## config.mk

```make
export PLATFORM = sky130hd
export DESIGN_NAME = rf_write_arbiter_flat
export DESIGN_NICKNAME = d
export VERILOG_FILES = /design/src/rtl/rf_write_arbiter_if.sv /design/src/rtl/rf_write_arbiter.sv /design/src/flat_wrapper.sv
export SDC_FILE = /design/constraint.sdc
export NUM_CORES = 1
export LEC_CHECK = 0
export CAP_MARGIN = 20
export CORE_ASPECT_RATIO = 2
export CORE_MARGIN = 2
export CORE_UTILIZATION = 38
export CTS_BUF_LIST = sky130_fd_sc_hd__clkbuf_8
export CTS_CLUSTER_DIAMETER = 120
export DETAILED_ROUTE_END_ITERATION = 12
export PLACE_DENSITY_LB_ADDON = 0.3
export SYNTH_ARGS = -nofsm -noshare
export SYNTH_HDL_FRONTEND = slang
export SYNTH_SLANG_ARGS = --single-unit
```

## constraint.sdc

```tcl
create_clock -name CLK -period 1.7 [get_ports CLK]
set_input_delay 0.34 -clock CLK [delete_from_list [all_inputs] [get_ports CLK]]
set_output_delay 0.34 -clock CLK [all_outputs]
set_load 0.03 [all_outputs]
```

## src/rtl/rf_write_arbiter_if.sv

```systemverilog
// Writeback bus between the two result producers, the issue-side claim port and
// the register-file write port of rf_write_arbiter.
interface rf_write_arbiter_if;
    logic        req0_valid;
    logic [4:0]  req0_addr;
    logic [31:0] req0_data;
    logic        req0_ready;
    logic        req1_valid;
    logic [4:0]  req1_addr;
    logic [31:0] req1_data;
    logic        req1_ready;
    logic        claim_valid;
    logic [4:0]  claim_addr;
    logic [4:0]  A3;
    logic [31:0] WD3;
    logic        WE3;
    logic [31:0] pending;

    // Driven by the requesters and the issue stage.
    modport master (
        output req0_valid, req0_addr, req0_data,
        output req1_valid, req1_addr, req1_data,
        output claim_valid, claim_addr,
        input  req0_ready, req1_ready,
        input  A3, WD3, WE3, pending
    );

    modport slave (
        input  req0_valid, req0_addr, req0_data,
        input  req1_valid, req1_addr, req1_data,
        input  claim_valid, claim_addr,
        output req0_ready, req1_ready,
        output A3, WD3, WE3, pending
    );
endinterface

```

## src/rtl/rf_write_arbiter.sv

```systemverilog
// Two-requester register-file write arbiter with a registered write port and a
// per-register pending scoreboard fed by issue-time claims.
module rf_write_arbiter #(
    parameter int unsigned PRIO_MODE = 0
) (
    input logic              CLK,
    input logic              RESET,
    rf_write_arbiter_if.slave bus
);
    localparam bit FixedPrio = (PRIO_MODE == 1);

    // last_q = 1 means req1 was granted most recently.
    logic        last_q, last_d;
    logic        grant0, grant1, accept;
    logic [4:0]  wr_addr;
    logic [31:0] wr_data;
    logic [4:0]  a3_q;
    logic [31:0] wd3_q;
    logic        we3_q;
    logic [31:0] pending_q, pending_d;

    always_comb begin
        grant0 = 1'b0;
        grant1 = 1'b0;
        if (!RESET) begin
            if (bus.req0_valid && bus.req1_valid) begin
                if (FixedPrio || last_q) grant0 = 1'b1;
                else                     grant1 = 1'b1;
            end else begin
                grant0 = bus.req0_valid;
                grant1 = bus.req1_valid;
            end
        end
    end

    assign accept         = grant0 | grant1;
    assign wr_addr        = grant1 ? bus.req1_addr : bus.req0_addr;
    assign wr_data        = grant1 ? bus.req1_data : bus.req0_data;
    assign last_d         = accept ? grant1 : last_q;
    assign bus.req0_ready = grant0;
    assign bus.req1_ready = grant1;

    // Clear before set so a same-cycle claim to the written register survives.
    always_comb begin
        pending_d = pending_q;
        if (accept) pending_d[wr_addr] = 1'b0;
        if (bus.claim_valid && (bus.claim_addr != 5'd0)) pending_d[bus.claim_addr] = 1'b1;
        pending_d[0] = 1'b0;
    end

    always_ff @(posedge CLK) begin
        if (RESET) begin
            last_q    <= 1'b1;
            a3_q      <= 5'd0;
            wd3_q     <= 32'd0;
            we3_q     <= 1'b0;
            pending_q <= 32'd0;
        end else begin
            last_q    <= last_d;
            we3_q     <= accept && (wr_addr != 5'd0);
            pending_q <= pending_d;
            if (accept) begin
                a3_q  <= wr_addr;
                wd3_q <= wr_data;
            end
        end
    end

    assign bus.A3      = a3_q;
    assign bus.WD3     = wd3_q;
    assign bus.WE3     = we3_q;
    assign bus.pending = pending_q;
endmodule

```

## src/flat_wrapper.sv

```systemverilog
// flat-port wrapper written by rule: the top's interface ports become plain ports
module rf_write_arbiter_flat 
#(
    parameter int unsigned PRIO_MODE = 0
)
  (CLK, RESET, bus_req0_valid, bus_req0_addr, bus_req0_data, bus_req1_valid, bus_req1_addr, bus_req1_data, bus_claim_valid, bus_claim_addr, bus_req0_ready, bus_req1_ready, bus_A3, bus_WD3, bus_WE3, bus_pending);
  rf_write_arbiter_if bus_i ();
  input logic CLK;
  input logic RESET;
  input wire logic [$bits(bus_i.req0_valid)-1:0] bus_req0_valid;
  input wire logic [$bits(bus_i.req0_addr)-1:0] bus_req0_addr;
  input wire logic [$bits(bus_i.req0_data)-1:0] bus_req0_data;
  input wire logic [$bits(bus_i.req1_valid)-1:0] bus_req1_valid;
  input wire logic [$bits(bus_i.req1_addr)-1:0] bus_req1_addr;
  input wire logic [$bits(bus_i.req1_data)-1:0] bus_req1_data;
  input wire logic [$bits(bus_i.claim_valid)-1:0] bus_claim_valid;
  input wire logic [$bits(bus_i.claim_addr)-1:0] bus_claim_addr;
  output wire logic [$bits(bus_i.req0_ready)-1:0] bus_req0_ready;
  output wire logic [$bits(bus_i.req1_ready)-1:0] bus_req1_ready;
  output wire logic [$bits(bus_i.A3)-1:0] bus_A3;
  output wire logic [$bits(bus_i.WD3)-1:0] bus_WD3;
  output wire logic [$bits(bus_i.WE3)-1:0] bus_WE3;
  output wire logic [$bits(bus_i.pending)-1:0] bus_pending;
  assign bus_i.req0_valid = bus_req0_valid;
  assign bus_i.req0_addr = bus_req0_addr;
  assign bus_i.req0_data = bus_req0_data;
  assign bus_i.req1_valid = bus_req1_valid;
  assign bus_i.req1_addr = bus_req1_addr;
  assign bus_i.req1_data = bus_req1_data;
  assign bus_i.claim_valid = bus_claim_valid;
  assign bus_i.claim_addr = bus_claim_addr;
  assign bus_req0_ready = bus_i.req0_ready;
  assign bus_req1_ready = bus_i.req1_ready;
  assign bus_A3 = bus_i.A3;
  assign bus_WD3 = bus_i.WD3;
  assign bus_WE3 = bus_i.WE3;
  assign bus_pending = bus_i.pending;
  rf_write_arbiter #(.PRIO_MODE(PRIO_MODE)) u_core (.CLK(CLK), .RESET(RESET), .bus(bus_i));
endmodule
```

==> summary.txt <==
Clock slew at reported path FFs: 0.07 ns
Unrepaired setup endpoints after global routing: yes
Cells after synthesis: 380
Fraction of layout cells with a size suffix above 1: 22.67%
CTS Buf Count: 9
Failing checks: negative setup slack
Avg Cell Area, Syn: 8.722 µm²
Dpl hpwl: 10010 µm
IO buf count: 154
Critical Path Start Type: primary input
Syn Std Cell Area: 3314 µm²
Worst clock skew: 0.005929 ns
Clock power frac: 34.9%
Final setup margin: -0.07943 ns
Initial core utilization: 38.86%
Hold slack final: 0.4494 ns
Final period util: 104.7%
CP Max Fanout: 12
Warnings from Yosys: 0
Antenna cells: 0
Placed cell areas: 5624 µm²
PD cells: 760.5 nW/µm²
Combinational power share: 25.5%
Clock root buffer: clkbuf_8
Initial drt markers: 322
Final hold vios: 0
GR Overflow Total: 0
Fin area: 6012 µm²
Worst EP arrival: 1.44 ns
Total GRT Usage: 27.19%
Number of flops mapped to enable cells by yosys: 0
Register bit total from synthesis: 70
Internal power: 3.247 mW
H-tree Lvls: 3
Most frequent cells in the layout: 85 x buf_4, 75 x clkdlybuf4s50_1, 72 x dlygate4sd2_1
Post-synthesis cell type count: 38
Max-slew violation count: 0
Psw: 1.325 mW
Status: finished, violations left
Sum of negative setup slack: -0.09617 ns
I/O pin count: 156
Commonest non-fill, non-tap cell in the layout: buf_4
Sink Count: 70
# setup viols final: 4
Hold Path Class: flip-flop to flip-flop
Full die area: 9531 µm²
Vias: 4042
CTS tree: yes
Drt via density: 5.598
Area Growth Syn to Fin: 81.39%
Reg power frac: 39.6%
Synthesized net count: 464
Clock Path Buffers: 2
Final min period: 1.779 ns
Clock Latency Late Sink: 0.34 ns
Remaining antenna violation count: 0
Vias in the first global route: 4160
Die W: 70.04 µm
Pre-CTS setup slack: -0.7635 ns
Tightest Pin Transition: 0.6697 ns
Required @ worst endpoint: 1.36 ns
Die Ht: 136.1 µm
Final core occ: 70.50%
Routed WL: 12880 µm
Fillers: 702
Synth Flop Type: dfxtp_1
Asr flop ratio synth: 0%
Kind of critical path: primary input to output port
Reg2reg setup slack: 0 ns
Largest net degree at the start of global routing: 33
Fin nets: 701
GP Congestion: 0.9577
Sw Ratio: 28.98%
Avg WL per Cell: 17.84 µm
DRC viols: 0
LEAKAGE: 2.624 nW
CP Capture Type: output port
Slew margin rel.: 55.16%
Maximum VDD drop: 534.6 µV
Std cell rows: 48
1st-pass router iterations: 6
Max cap viols: 0
Initial antenna violation count: 0
First-pass GRT wire length: 20000 µm
Seq/Total Area, Yosys: 42.28%
Max Freq: 562.0 MHz
Core Area: 8528 µm²
cell usage after synthesis (9+ instances only):
cell type  instances  area share [%]
nand4_1           23             4.3
clkbuf_1          15             1.7
nor2_1             9             1.0
a21oi_1           16             2.4
dfxtp_1           70              42
o211ai_1          10             2.3
nand2_1           55             6.2
mux2i_1           32             9.7
nand3_1            9             1.4
inv_1             11             1.2
o21ai_0           39             5.9
through the flow:
step	power, mW	std cells
3_3_place_gp	3.001	697
6_report	4.572	722
2_1_floorplan	2.353	380
5_1_grt	4.757	722
4_1_cts	4.579	720
3_5_place_dp	3.023	697
metal layers:
metal	global-route usage (%)	vias to the layer above	part of all wire [%]
li1	-	1906	-
met1	24.19	1846	32
met2	50.42	225	54
met3	6.746	65	6.3
met4	21.90	0	7.5
met5	0	-	0
path summary, 6_finish.rpt:
kind,from,end,cells past startpoint
worst max-delay path,RESET,bus_req1_ready,7
worst min-delay path,u_core.bus.WD3[22]$_SDFFE_PP0N_,u_core.bus.WD3[22]$_SDFFE_PP0N_,2
worst max register to register,u_core.last_q$_SDFFE_PP1N_,u_core.bus.pending[13]$_SDFF_PP0_,4
worst min register to register,u_core.bus.WD3[22]$_SDFFE_PP0N_,u_core.bus.WD3[22]$_SDFFE_PP0N_,2
cells by family (layout without fill, tap and decap cells):
kind of cell / Yosys count / in the layout / share of synthesized area (%)
compound gates: 116 / 116 / 24.20
buf+inv: 37 / 279 / 4.832
flops: 70 / 70 / 42.28
mux: 32 / 32 / 9.664
other cells: 1 / 1 / 0.1131
simple gates: 124 / 124 / 18.91
timing repair:
action,in CTS,in global routing
gates resized for setup,92,18
buffers inserted,6,2
cloned,1,0
pin swaps,6,12
hold buffers,0,0
endpoints found under the setup margin,135,50
state kept, by name, summed over array words and instances (netlist names):
name,flops
u_core.last_q,1
u_core.bus.WE3,1
u_core.bus.A3,5
u_core.bus.pending,31
u_core.bus.WD3,32
cell type report:
type,instances,area [µm²],share of cell area (%)
Clock buffer,12,165.2,2.747
Sequential cell,70,1403,23.33
Clock inverter,4,76.32,1.270
Multi-Input combinational cell,273,1859,30.93
Tap cell,100,125.1,2.081
Inverter,11,41.29,0.6868
Timing Repair Buffer,252,2342,38.96
power groups by stage:
stage               logic (mW)  clock network, mW  registers, mW
floorplan                0.298                  0           2.05
finish                    1.16               1.60           1.81
CTS                       1.14               1.62           1.81
detailed placement        1.17                  0           1.85
global route              1.23               1.70           1.83
global placement          1.15                  0           1.85
worst max-delay path, stage by stage:
cell and delay, ns:
dlygate4sd2_1 0.28, buf_6 0.15, buf_12 0.14, buf_4 0.15, nor2_4 0.13, buf_12 0.13, buf_8 0.11
Power figures use the tool's default switching activity.
